<file path="src/rtl/baud_tick_gen_if.sv">
// -----------------------------------------------------------------------------
// baud_tick_gen_if
//
// Control/strobe bundle between a UART and its baud tick generator.
//
//   en        master->slave  generator enable
//   div_int   master->slave  requested integer divisor   [DIV_WIDTH-1:0]
//   div_frac  master->slave  requested fractional divisor [FRAC_WIDTH-1:0]
//   div_load  master->slave  one-cycle request to capture div_int/div_frac
//   div_ack   slave->master  one-cycle pulse when the captured divisor is live
//   rx_en     slave->master  oversample strobe
//   tx_en     slave->master  bit strobe (coincident with every OVERSAMPLE-th rx_en)
// -----------------------------------------------------------------------------
interface baud_tick_gen_if #(
  parameter int unsigned DIV_WIDTH  = 16,
  parameter int unsigned FRAC_WIDTH = 4
);
  logic                  en;
  logic [DIV_WIDTH-1:0]  div_int;
  logic [FRAC_WIDTH-1:0] div_frac;
  logic                  div_load;
  logic                  div_ack;
  logic                  rx_en;
  logic                  tx_en;

  modport master (
    output en,
    output div_int,
    output div_frac,
    output div_load,
    input  div_ack,
    input  rx_en,
    input  tx_en
  );

  modport slave (
    input  en,
    input  div_int,
    input  div_frac,
    input  div_load,
    output div_ack,
    output rx_en,
    output tx_en
  );
endinterface

</file>
<file path="src/rtl/baud_tick_gen.sv">
// -----------------------------------------------------------------------------
// baud_tick_gen
//
// Runtime-programmable baud tick generator. A single integer-plus-fractional
// divider produces the receiver oversample strobe (rx_en); every OVERSAMPLE-th
// rx_en is also a transmitter bit strobe (tx_en), so both stay phase-locked.
//
// The divisor is changed through a load/ack handshake. A load is held pending
// and only becomes active on a bit boundary (tx_en) while running, or on the
// next clock while disabled, so a divisor change never produces a runt bit.
//
// Ports:
//   clk    system clock, rising edge
//   reset  synchronous, active-high reset
//   bus    baud_tick_gen_if.slave: en, div_int, div_frac, div_load in;
//          div_ack, rx_en, tx_en out (all outputs registered)
// -----------------------------------------------------------------------------
module baud_tick_gen #(
  parameter int unsigned DIV_WIDTH        = 16,
  parameter int unsigned FRAC_WIDTH       = 4,
  parameter int unsigned OVERSAMPLE       = 16,
  parameter int unsigned DEFAULT_DIV_INT  = 325,
  parameter int unsigned DEFAULT_DIV_FRAC = 8
) (
  input  logic           clk,
  input  logic           reset,
  baud_tick_gen_if.slave bus
);

  localparam int unsigned           OS_WIDTH = $clog2(OVERSAMPLE);
  localparam logic [OS_WIDTH-1:0]   OS_LAST  = OS_WIDTH'(OVERSAMPLE - 1);
  localparam logic [DIV_WIDTH-1:0]  MIN_DIV  = DIV_WIDTH'(2);
  localparam logic [DIV_WIDTH-1:0]  DEF_INT  = DIV_WIDTH'(DEFAULT_DIV_INT);
  localparam logic [FRAC_WIDTH-1:0] DEF_FRAC = FRAC_WIDTH'(DEFAULT_DIV_FRAC);

  // Phase state
  logic [DIV_WIDTH-1:0]  cnt_q,       cnt_d;
  logic [OS_WIDTH-1:0]   os_cnt_q,    os_cnt_d;
  logic [FRAC_WIDTH-1:0] acc_q,       acc_d;
  logic                  ext_q,       ext_d;

  // Active and pending divisors
  logic [DIV_WIDTH-1:0]  act_int_q,   act_int_d;
  logic [FRAC_WIDTH-1:0] act_frac_q,  act_frac_d;
  logic                  pend_q,      pend_d;
  logic [DIV_WIDTH-1:0]  pend_int_q,  pend_int_d;
  logic [FRAC_WIDTH-1:0] pend_frac_q, pend_frac_d;

  // Registered outputs
  logic                  rx_en_q,     rx_en_d;
  logic                  tx_en_q,     tx_en_d;
  logic                  div_ack_q,   div_ack_d;

  // Derived period terms
  logic [DIV_WIDTH-1:0]  eff_int;
  logic [DIV_WIDTH:0]    period_last;
  logic                  period_wrap;
  logic                  os_wrap;
  logic [FRAC_WIDTH:0]   acc_sum;

  always_comb begin
    // Divisors of 0 and 1 cannot produce a one-cycle-wide strobe with a
    // low phase, so they run as 2.
    eff_int = (act_int_q < MIN_DIV) ? MIN_DIV : act_int_q;

    // One bit wider than the counter: I = 2^DIV_WIDTH-1 plus the extra
    // fractional cycle must not wrap the terminal-count value.
    period_last = {1'b0, eff_int}
                + {{DIV_WIDTH{1'b0}}, ext_q}
                - {{DIV_WIDTH{1'b0}}, 1'b1};
    period_wrap = ({1'b0, cnt_q} == period_last);
    os_wrap     = (os_cnt_q == OS_LAST);
    acc_sum     = {1'b0, acc_q} + {1'b0, act_frac_q};
  end

  always_comb begin
    cnt_d       = cnt_q;
    os_cnt_d    = os_cnt_q;
    acc_d       = acc_q;
    ext_d       = ext_q;
    act_int_d   = act_int_q;
    act_frac_d  = act_frac_q;
    pend_d      = pend_q;
    pend_int_d  = pend_int_q;
    pend_frac_d = pend_frac_q;
    rx_en_d     = 1'b0;
    tx_en_d     = 1'b0;
    div_ack_d   = 1'b0;

    if (!bus.en) begin
      cnt_d    = '0;
      os_cnt_d = '0;
      acc_d    = '0;
      ext_d    = 1'b0;

      // While idle there is no bit boundary to wait for. An older pending
      // value goes live first (and a simultaneous load becomes the new
      // pending value); otherwise a fresh load goes live on the edge that
      // captures it, so div_ack follows div_load by one cycle.
      if (pend_q) begin
        act_int_d  = pend_int_q;
        act_frac_d = pend_frac_q;
        div_ack_d  = 1'b1;
        pend_d     = 1'b0;
        if (bus.div_load) begin
          pend_d      = 1'b1;
          pend_int_d  = bus.div_int;
          pend_frac_d = bus.div_frac;
        end
      end else if (bus.div_load) begin
        act_int_d  = bus.div_int;
        act_frac_d = bus.div_frac;
        div_ack_d  = 1'b1;
      end
    end else begin
      if (period_wrap) begin
        cnt_d    = '0;
        rx_en_d  = 1'b1;
        os_cnt_d = os_wrap ? '0 : os_cnt_q + 1'b1;
        acc_d    = acc_sum[FRAC_WIDTH-1:0];
        ext_d    = acc_sum[FRAC_WIDTH];

        if (os_wrap) begin
          tx_en_d = 1'b1;
          // Bit boundary: switch divisor and restart the fractional phase
          // so the next period is exactly the new I.
          if (pend_q) begin
            act_int_d  = pend_int_q;
            act_frac_d = pend_frac_q;
            acc_d      = '0;
            ext_d      = 1'b0;
            pend_d     = 1'b0;
            div_ack_d  = 1'b1;
          end
        end
      end else begin
        cnt_d = cnt_q + 1'b1;
      end

      // Evaluated after the apply so a coincident load survives as the
      // next pending value.
      if (bus.div_load) begin
        pend_d      = 1'b1;
        pend_int_d  = bus.div_int;
        pend_frac_d = bus.div_frac;
      end
    end
  end

  always_ff @(posedge clk) begin
    if (reset) begin
      cnt_q       <= '0;
      os_cnt_q    <= '0;
      acc_q       <= '0;
      ext_q       <= 1'b0;
      act_int_q   <= DEF_INT;
      act_frac_q  <= DEF_FRAC;
      pend_q      <= 1'b0;
      pend_int_q  <= '0;
      pend_frac_q <= '0;
      rx_en_q     <= 1'b0;
      tx_en_q     <= 1'b0;
      div_ack_q   <= 1'b0;
    end else begin
      cnt_q       <= cnt_d;
      os_cnt_q    <= os_cnt_d;
      acc_q       <= acc_d;
      ext_q       <= ext_d;
      act_int_q   <= act_int_d;
      act_frac_q  <= act_frac_d;
      pend_q      <= pend_d;
      pend_int_q  <= pend_int_d;
      pend_frac_q <= pend_frac_d;
      rx_en_q     <= rx_en_d;
      tx_en_q     <= tx_en_d;
      div_ack_q   <= div_ack_d;
    end
  end

  assign bus.rx_en   = rx_en_q;
  assign bus.tx_en   = tx_en_q;
  assign bus.div_ack = div_ack_q;

endmodule

</file>
<file path="src/flat_wrapper.sv">
// flat-port wrapper written by rule: the top's interface ports become plain ports
module baud_tick_gen_flat 
#(
  parameter int unsigned DIV_WIDTH        = 16,
  parameter int unsigned FRAC_WIDTH       = 4,
  parameter int unsigned OVERSAMPLE       = 16,
  parameter int unsigned DEFAULT_DIV_INT  = 325,
  parameter int unsigned DEFAULT_DIV_FRAC = 8
)
  (clk, reset, bus_en, bus_div_int, bus_div_frac, bus_div_load, bus_div_ack, bus_rx_en, bus_tx_en);
  baud_tick_gen_if #(.DIV_WIDTH(DIV_WIDTH), .FRAC_WIDTH(FRAC_WIDTH)) bus_i ();
  input  logic clk;
  input  logic reset;
  input wire logic [$bits(bus_i.en)-1:0] bus_en;
  input wire logic [$bits(bus_i.div_int)-1:0] bus_div_int;
  input wire logic [$bits(bus_i.div_frac)-1:0] bus_div_frac;
  input wire logic [$bits(bus_i.div_load)-1:0] bus_div_load;
  output wire logic [$bits(bus_i.div_ack)-1:0] bus_div_ack;
  output wire logic [$bits(bus_i.rx_en)-1:0] bus_rx_en;
  output wire logic [$bits(bus_i.tx_en)-1:0] bus_tx_en;
  assign bus_i.en = bus_en;
  assign bus_i.div_int = bus_div_int;
  assign bus_i.div_frac = bus_div_frac;
  assign bus_i.div_load = bus_div_load;
  assign bus_div_ack = bus_i.div_ack;
  assign bus_rx_en = bus_i.rx_en;
  assign bus_tx_en = bus_i.tx_en;
  baud_tick_gen #(.DIV_WIDTH(DIV_WIDTH), .FRAC_WIDTH(FRAC_WIDTH), .OVERSAMPLE(OVERSAMPLE), .DEFAULT_DIV_INT(DEFAULT_DIV_INT), .DEFAULT_DIV_FRAC(DEFAULT_DIV_FRAC)) u_core (.clk(clk), .reset(reset), .bus(bus_i));
endmodule
</file>
<file path="config.mk">
export PLATFORM = sky130hd
export DESIGN_NAME = baud_tick_gen_flat
export DESIGN_NICKNAME = d
export VERILOG_FILES = /design/src/rtl/baud_tick_gen_if.sv /design/src/rtl/baud_tick_gen.sv /design/src/flat_wrapper.sv
export SDC_FILE = /design/constraint.sdc
export NUM_CORES = 1
export LEC_CHECK = 0
export ABC_AREA = 0
export CORE_MARGIN = 3
export CORE_UTILIZATION = 60
export CTS_BUF_LIST = sky130_fd_sc_hd__clkbuf_4 sky130_fd_sc_hd__clkbuf_8
export CTS_CLUSTER_DIAMETER = 120
export DETAILED_ROUTE_END_ITERATION = 8
export PLACE_DENSITY = 0.85
export SLEW_MARGIN = 10
export SYNTH_ARGS = -nofsm -noshare
export SYNTH_HDL_FRONTEND = slang
export SYNTH_SLANG_ARGS = --single-unit
export TNS_END_PERCENT = 30
</file>
<file path="constraint.sdc">
create_clock -name clk -period 6.05 [get_ports clk]
set_input_delay 1.21 -clock clk [delete_from_list [all_inputs] [get_ports clk]]
set_output_delay 1.21 -clock clk [all_outputs]
set_load 0.01 [all_outputs]
</file>
==> metrics.cfg, run 1 <==
[worst_setup_path]
arrival_ns = 5.24
end_kind = flop
critical_path_buf_inv_count = 0
r2r_end = u_core.cnt_q[8]
path_max_fanout = 16
worstRegToRegCells = 14
crit_end = u_core.cnt_q[8]
critPathLaunchType = flop
cpMaxStageDelayCell = or4_1
rr_startpoint = u_core.act_int_q[8]
slowest_delay_ns = 0.70
crit_family = simple AND/OR/NAND/NOR gates
crit_start = u_core.act_int_q[8]
r2r_slack_ns = 1.02
path_class = flop to flop
cp.depth = 14
crit_required_ns = 6.26
crit_chain = or4_1 -> nor4_4 -> nand2_1 -> nand2_1 -> ha_1 -> ha_1 -> or4b_2 -> o21ai_0 -> nand4_1 -> a221o_1 -> nor4_1 -> nand3_1 -> or2b_1 -> nor2_1

[detailed_routing]
ant_nets = 0
drt-pass1-iter-count = 5
wirelength_um = 8271
drc = 0
num_vias = 3243
vias_per_cell = 5.983
first_iter_violations = 281
wl_per_cell_um = 15.26

[timing]
maxSlewViolCount = 0
min_period_ns = 5.029
fmaxAchievable_mhz = 198.8
rsz0062_at_grt = no
tightest_slew_ns = 0.9369
slew_headroom_pct = 37.54
finalSetupViolations = 0
layout_setup_ws_ns = 1.021
finalHoldViolCount = 0
finClkSkew_ns = 0.008151
setup_tns_ns = 0
timing.hold.ws_ns = 0.4496
fin_crit_sh_pct = 83.13

[die]
coreArea_sq_mm = 0.005743
io_pins = 27
start_util_pct = 64.31
die_w_um = 84.46
die_y_um = 84.46
num_rows = 27
fp.dieArea_sq_mm = 0.007133

[synthesis]
ys_top_cells_by_area = dfxtp_1, nand2_1, a21oi_1
synthArstFlopShare_pct = 0
syn_area_sq_mm = 0.003694
yosysSeqAreaShare_pct = 37.40
synthFlopType = dfxtp_1
yosys.area.top_type = dfxtp_1
synthesis.nets = 487
synth_area_per_cell_sq_um = 8.136
syn-instance-count = 454
synth_top_area_share_pct = 37.40
synth-seq-cells = 69
synth.distinct_cells = 53
synth_warnings = 0
synth_edf_count = 0

[run_status]
outcome = complete, no violations

[cells_and_area]
synthToLayoutAreaGrowth_pct = 12.57
drive_above_1_share_pct = 8.723
multi_input_area_sq_mm = 0.002145
final_nets = 498
antenna_cells = 0
ff_latch_area_sq_mm = 0.001381
fill_cells = 460

[clock_tree]
path_clk_slew_ns = 0.07
cts_hold_buffers = 0
cts_resized = 0
cts_max_level = 3
cts_num_sinks = 69
postCtsSetupRepairBufs = 0
root_buffer = clkbuf_8
numCtsBuffers = 9
cts_max_path_buffers = 2
clk_latency_ns = 0.35
cts_tree = built

[global_route]
grt.total_usage_pct = 24.35
grt_pass1_vias = 3027
grt.overflow.total = 0
antenna_found_initial = 0
grt_max_degree = 49
grt_pass1_wl_um = 14150

[place]
post-place-ws_ns = 1.077
numPortBuffers = 26
gp_congestion = 0.9090
dp_hpwl_um = 5785

[flow_run]
cap_violations = 0

[power]
finalPower_mw = 1.059
peakVddDrop_uv = 212.3
power_density_mw_per_mm2 = 254.8
p_leak_nw = 1.464

[worst_hold_path]
min_path_type = flop to flop

[stage by stage]
stage	cells	utilization (%)	cell area (sq um)
2_1_floorplan	454	-	3694
3_3_place_gp	526	68.32	3924
3_5_place_dp	526	68.32	3924
4_1_cts	542	72.40	4158
5_1_grt	542	72.40	4158
6_report	542	72.40	4158
[flip-flops by register name, summed over array words and instances (netlist names), 4 cells and up]
name	flops
u_core.act_int_q	16
u_core.cnt_q	16
u_core.pend_int_q	16
u_core.acc_q	4
u_core.act_frac_q	4
u_core.os_cnt_q	4
u_core.pend_frac_q	4
[power by group]
part           switching, mW  internal, mW  leakage, nW
logic                 0.0754        0.0563        0.785
clock network          0.169         0.264        0.117
registers             0.0222         0.473        0.562
[worst min path at each step]
stage	slack [ns]	depth (start not counted)	end	from
CTS	0.45	2	u_core.pend_int_q[8]	u_core.pend_int_q[8]
floorplan	0.43	2	u_core.pend_frac_q[3]	u_core.pend_frac_q[3]
global placement	0.44	2	u_core.pend_int_q[0]	u_core.pend_int_q[0]
detailed placement	0.44	2	u_core.pend_int_q[8]	u_core.pend_int_q[8]
global route	0.47	2	u_core.pend_int_q[2]	u_core.pend_int_q[2]
finish	0.45	2	u_core.pend_int_q[8]	u_core.pend_int_q[8]
[cell usage in the layout, fill, tap and decap left out, types with 6 or more instances in the layout]
master            n
nand2_1          77
a311oi_2         10
dfxtp_1          69
o21ai_0          24
ha_1              8
nand3_1          14
nor3_1            7
clkdlybuf4s50_1  25
inv_1             6
clkbuf_8         11
xor2_1           20
a21oi_1          54
and3_1            6
nor2b_1           8
mux2i_1           7
nor2_1           33
xnor2_1          12
nand4_1           7
[synth_stat cells, drive strengths merged (3+ instances only)]
library cell / count
a211oi: 5
a21oi: 54
a311oi: 15
and2: 3
and3: 6
buf: 8
clkbuf: 22
dfxtp: 69
ha: 8
inv: 6
mux2i: 7
nand2: 77
nand2b: 4
nand3: 14
nand4: 7
nor2: 34
nor2b: 8
nor3: 7
nor4: 5
o21ai: 26
o21bai: 3
or2: 3
or3: 5
or4: 3
xnor2: 12
xor2: 20
[layer usage]
layer  vias to the layer above  GRT usage [%]  wire (um)
li1                       1624              -          -
met1                      1506          32.89       3831
met2                        99          38.45       3890
met3                        14          5.201        410
met4                         0          8.921        138
met5                         -              0          0
[area by class of cell]
type                       instances  share of cell area, %
clock buffer                      13                  4.002
clock inverter                     3                  1.625
inverter                           6                 0.5417
multi-input combinational        349                  51.58
sequential                        69                  33.22
tap                               72                  2.167
timing repair buffer              30                  6.861
[worst min-delay path: stages (launching register included)]
cell     delay [ns]
dfxtp_1        0.31
nand2_1        0.05
a21oi_1        0.05
[cell families after synthesis]
| logic type | after synthesis | share of synthesized area [%] |
|---|---|---|
| xor gates and xnor gates | 32 | 7.588 |
| AOI/OAI and AO/OA | 118 | 21.48 |
| adders and majority gates | 9 | 3.252 |
| muxes | 7 | 1.897 |
| DFF | 69 | 37.40 |
| buffers and inverters | 36 | 4.539 |
| and+or+nand+nor | 183 | 23.85 |
(Power assumes the default switching activity.)
==> inputs of run 2 (changes only) <==
Settings changed: CORE_UTILIZATION 60 to 55, PLACE_DENSITY 0.85 to 0.83.
Clock period 6.05 ns to 4.45 ns, I/O delays scaled along.
==> metrics.cfg, run 2 (synthesis results as in run 1) <==
[run_status]
outcome = complete, no violations  ; unchanged

[cells_and_area]
final_common_cell = nand2_1  ; unchanged
antenna_cells = 0  ; unchanged
fin_util_pct = 66.69  ; was 72.40%
fill_cells = 514  ; was 460
drive_above_1_share_pct = 12.11  ; was 8.723%
most-common-layout-cells = nand2_1, dfxtp_1, a21oi_1, nor2_1, clkdlybuf4s50_1  ; unchanged
largest_registers = u_core.act_int_q (16), u_core.cnt_q (16), u_core.pend_int_q (16)  ; unchanged
final_nets = 515  ; was 498
synthToLayoutAreaGrowth_pct = 15.96  ; was 12.57%

[timing]
finClkSkew_ns = 0.01150  ; was 0.008151 ns
fmaxAchievable_mhz = 237.5  ; was 198.8 MHz
maxSlewViolCount = 0  ; unchanged
setup_tns_ns = 0  ; unchanged
slew_headroom_pct = 47.85  ; was 37.54%
tightest_slew_ns = 0.7794  ; was 0.9369 ns
rsz0062_at_grt = no  ; unchanged
min_period_ns = 4.210  ; was 5.029 ns
finalSetupViolations = 0  ; unchanged
fin_crit_sh_pct = 94.61  ; was 83.13%
finalHoldViolCount = 0  ; unchanged
layout_setup_ws_ns = 0.2400  ; was 1.021 ns

[worst_setup_path]
critPathLaunchType = flop  ; unchanged
path_max_fanout = 10  ; was 16
end_kind = flop  ; unchanged
path_class = flop to flop  ; unchanged
arrival_ns = 4.44  ; was 5.24 ns
crit_required_ns = 4.68  ; was 6.26 ns

[power]
switching_share_pct = 30.79  ; was 25.14%
intPower_uw = 945.6  ; was 793.0 uW
peakVddDrop_uv = 251.8  ; was 212.3 uV
switchingPower_uw = 420.7  ; was 266.4 uW
pwr-share-seq_pct = 49.0  ; was 46.7%
finalPower_mw = 1.366  ; was 1.059 mW
power_density_mw_per_mm2 = 319.0  ; was 254.8 mW/mm^2
combPwrFrac_pct = 14.5  ; was 12.4%
clockPowerShare_pct = 36.4  ; was 40.9%
p_leak_nw = 1.536  ; was 1.464 nW

[global_route]
antenna_found_initial = 0  ; unchanged
busiest_layer = met2  ; unchanged
grt.total_usage_pct = 22.82  ; was 24.35%
use_met2_pct = 36.03  ; was 38.45%
use_met1_pct = 29.77  ; was 32.89%
grt_max_degree = 49  ; unchanged
grt_pass1_vias = 3040  ; was 3027
grt_pass1_wl_um = 13950  ; was 14150 um
grt.overflow.total = 0  ; unchanged
gr-usage-met3_pct = 3.763  ; was 5.201%

[clock_tree]
cts_tree = built  ; unchanged
clk_latency_ns = 0.37  ; was 0.35 ns
numCtsBuffers = 9  ; unchanged
root_buffer = clkbuf_8  ; unchanged
cts_num_sinks = 69  ; unchanged
cts_hold_buffers = 0  ; unchanged
path_clk_slew_ns = 0.09  ; was 0.07 ns
cts_max_level = 3  ; unchanged
cts_max_path_buffers = 2  ; unchanged

[detailed_routing]
num_vias = 3327  ; was 3243
wl_per_cell_um = 15.11  ; was 15.26 um
wirelength_um = 8522  ; was 8271 um
drt-pass1-iter-count = 5  ; unchanged
drc = 0  ; unchanged
ant_nets = 0  ; unchanged
vias_per_cell = 5.899  ; was 5.983
first_iter_violations = 281  ; unchanged

[die]
fp.dieArea_sq_mm = 0.007735  ; was 0.007133 sq mm
io_pins = 27  ; unchanged
coreArea_sq_mm = 0.006422  ; was 0.005743 sq mm
die_w_um = 87.95  ; was 84.46 um
start_util_pct = 57.51  ; was 64.31%
num_rows = 29  ; was 27
die_y_um = 87.95  ; was 84.46 um

[place]
post-place-ws_ns = 0.1215  ; was 1.077 ns
dp_hpwl_um = 5905  ; was 5785 um
gp_congestion = 0.8736  ; was 0.9090
numPortBuffers = 26  ; unchanged

[worst_hold_path]
min_path_type = flop to flop  ; unchanged

[flow_run]
cap_violations = 0  ; unchanged

[run 2: changes by cell type in the layout (fill, tap and decap cells not counted), sizes merged]
cell    delta
clkinv     +2
buf       +16
inv        +4
bufinv     -2
clkbuf     -3
[run 2: metal layers]
metal	vias up	wire, um
li1	1656	-
met1	1558	3818
met2	98	4063
met3	15	466
met4	0	173
met5	-	0
[run 2: final timing paths]
kind                         startpoint                     to  slack (ns)  depth (start not counted)
setup / recovery    u_core.act_int_q[9]    u_core.act_int_q[3]        0.24                         15
hold / removal    u_core.pend_frac_q[3]  u_core.pend_frac_q[3]        0.45                          2
setup reg to reg    u_core.act_int_q[9]    u_core.act_int_q[3]        0.24                         15
hold reg to reg   u_core.pend_frac_q[3]  u_core.pend_frac_q[3]        0.45                          2
[run 2: timing repair]
item,in CTS,in global routing
gates resized for setup,0,3
buffers inserted,0,2
setup endpoints to repair,0,39
[run 2: worst max-delay path, stage by stage, from the launching register on]
cell and delay (ns):
dfxtp_1 0.37, or4_4 0.55, nor4_4 0.30, nand2_1 0.08, nand2_1 0.07, ha_1 0.17, ha_1 0.18, or4b_2 0.65
o21ai_1 0.15, nand4_1 0.10, a221o_1 0.29, or4_4 0.45, o21a_1 0.25, nor2_4 0.17, clkbuf_16 0.20, a311oi_1 0.08
[run 2: cell type report]
class                   count  area (sq um)  area share [%]
multi-input cells         349          2153           50.28
flip-flops and latches     69          1381           32.25
repair buffers             47         442.9           10.34
clock buffers               9         123.9           2.892
well taps                  77         96.34           2.249
clock inverters             7         62.56           1.461
inverters                   6         22.52          0.5259
[run 2: power by group through the flow]
stage	combinational (mW)	clock [mW]	sequential [mW]
6_report	0.199	0.498	0.670
5_1_grt	0.218	0.534	0.673
4_1_cts	0.191	0.500	0.668
3_5_place_dp	0.190	0	0.683
3_3_place_gp	0.184	0	0.682
2_1_floorplan	0.136	0	0.672
[run 2: stage by stage]
stage / instances / cell area, sq um / hold WS [ns]
final: 564 / 4283 / 0.4545
after floorplan: 454 / 3694 / 0.4318
after CTS: 561 / 4234 / 0.4546
after global routing: 564 / 4283 / 0.4738
after detailed placement: 545 / 4048 / 0.4427
after global placement: 545 / 4048 / 0.4366
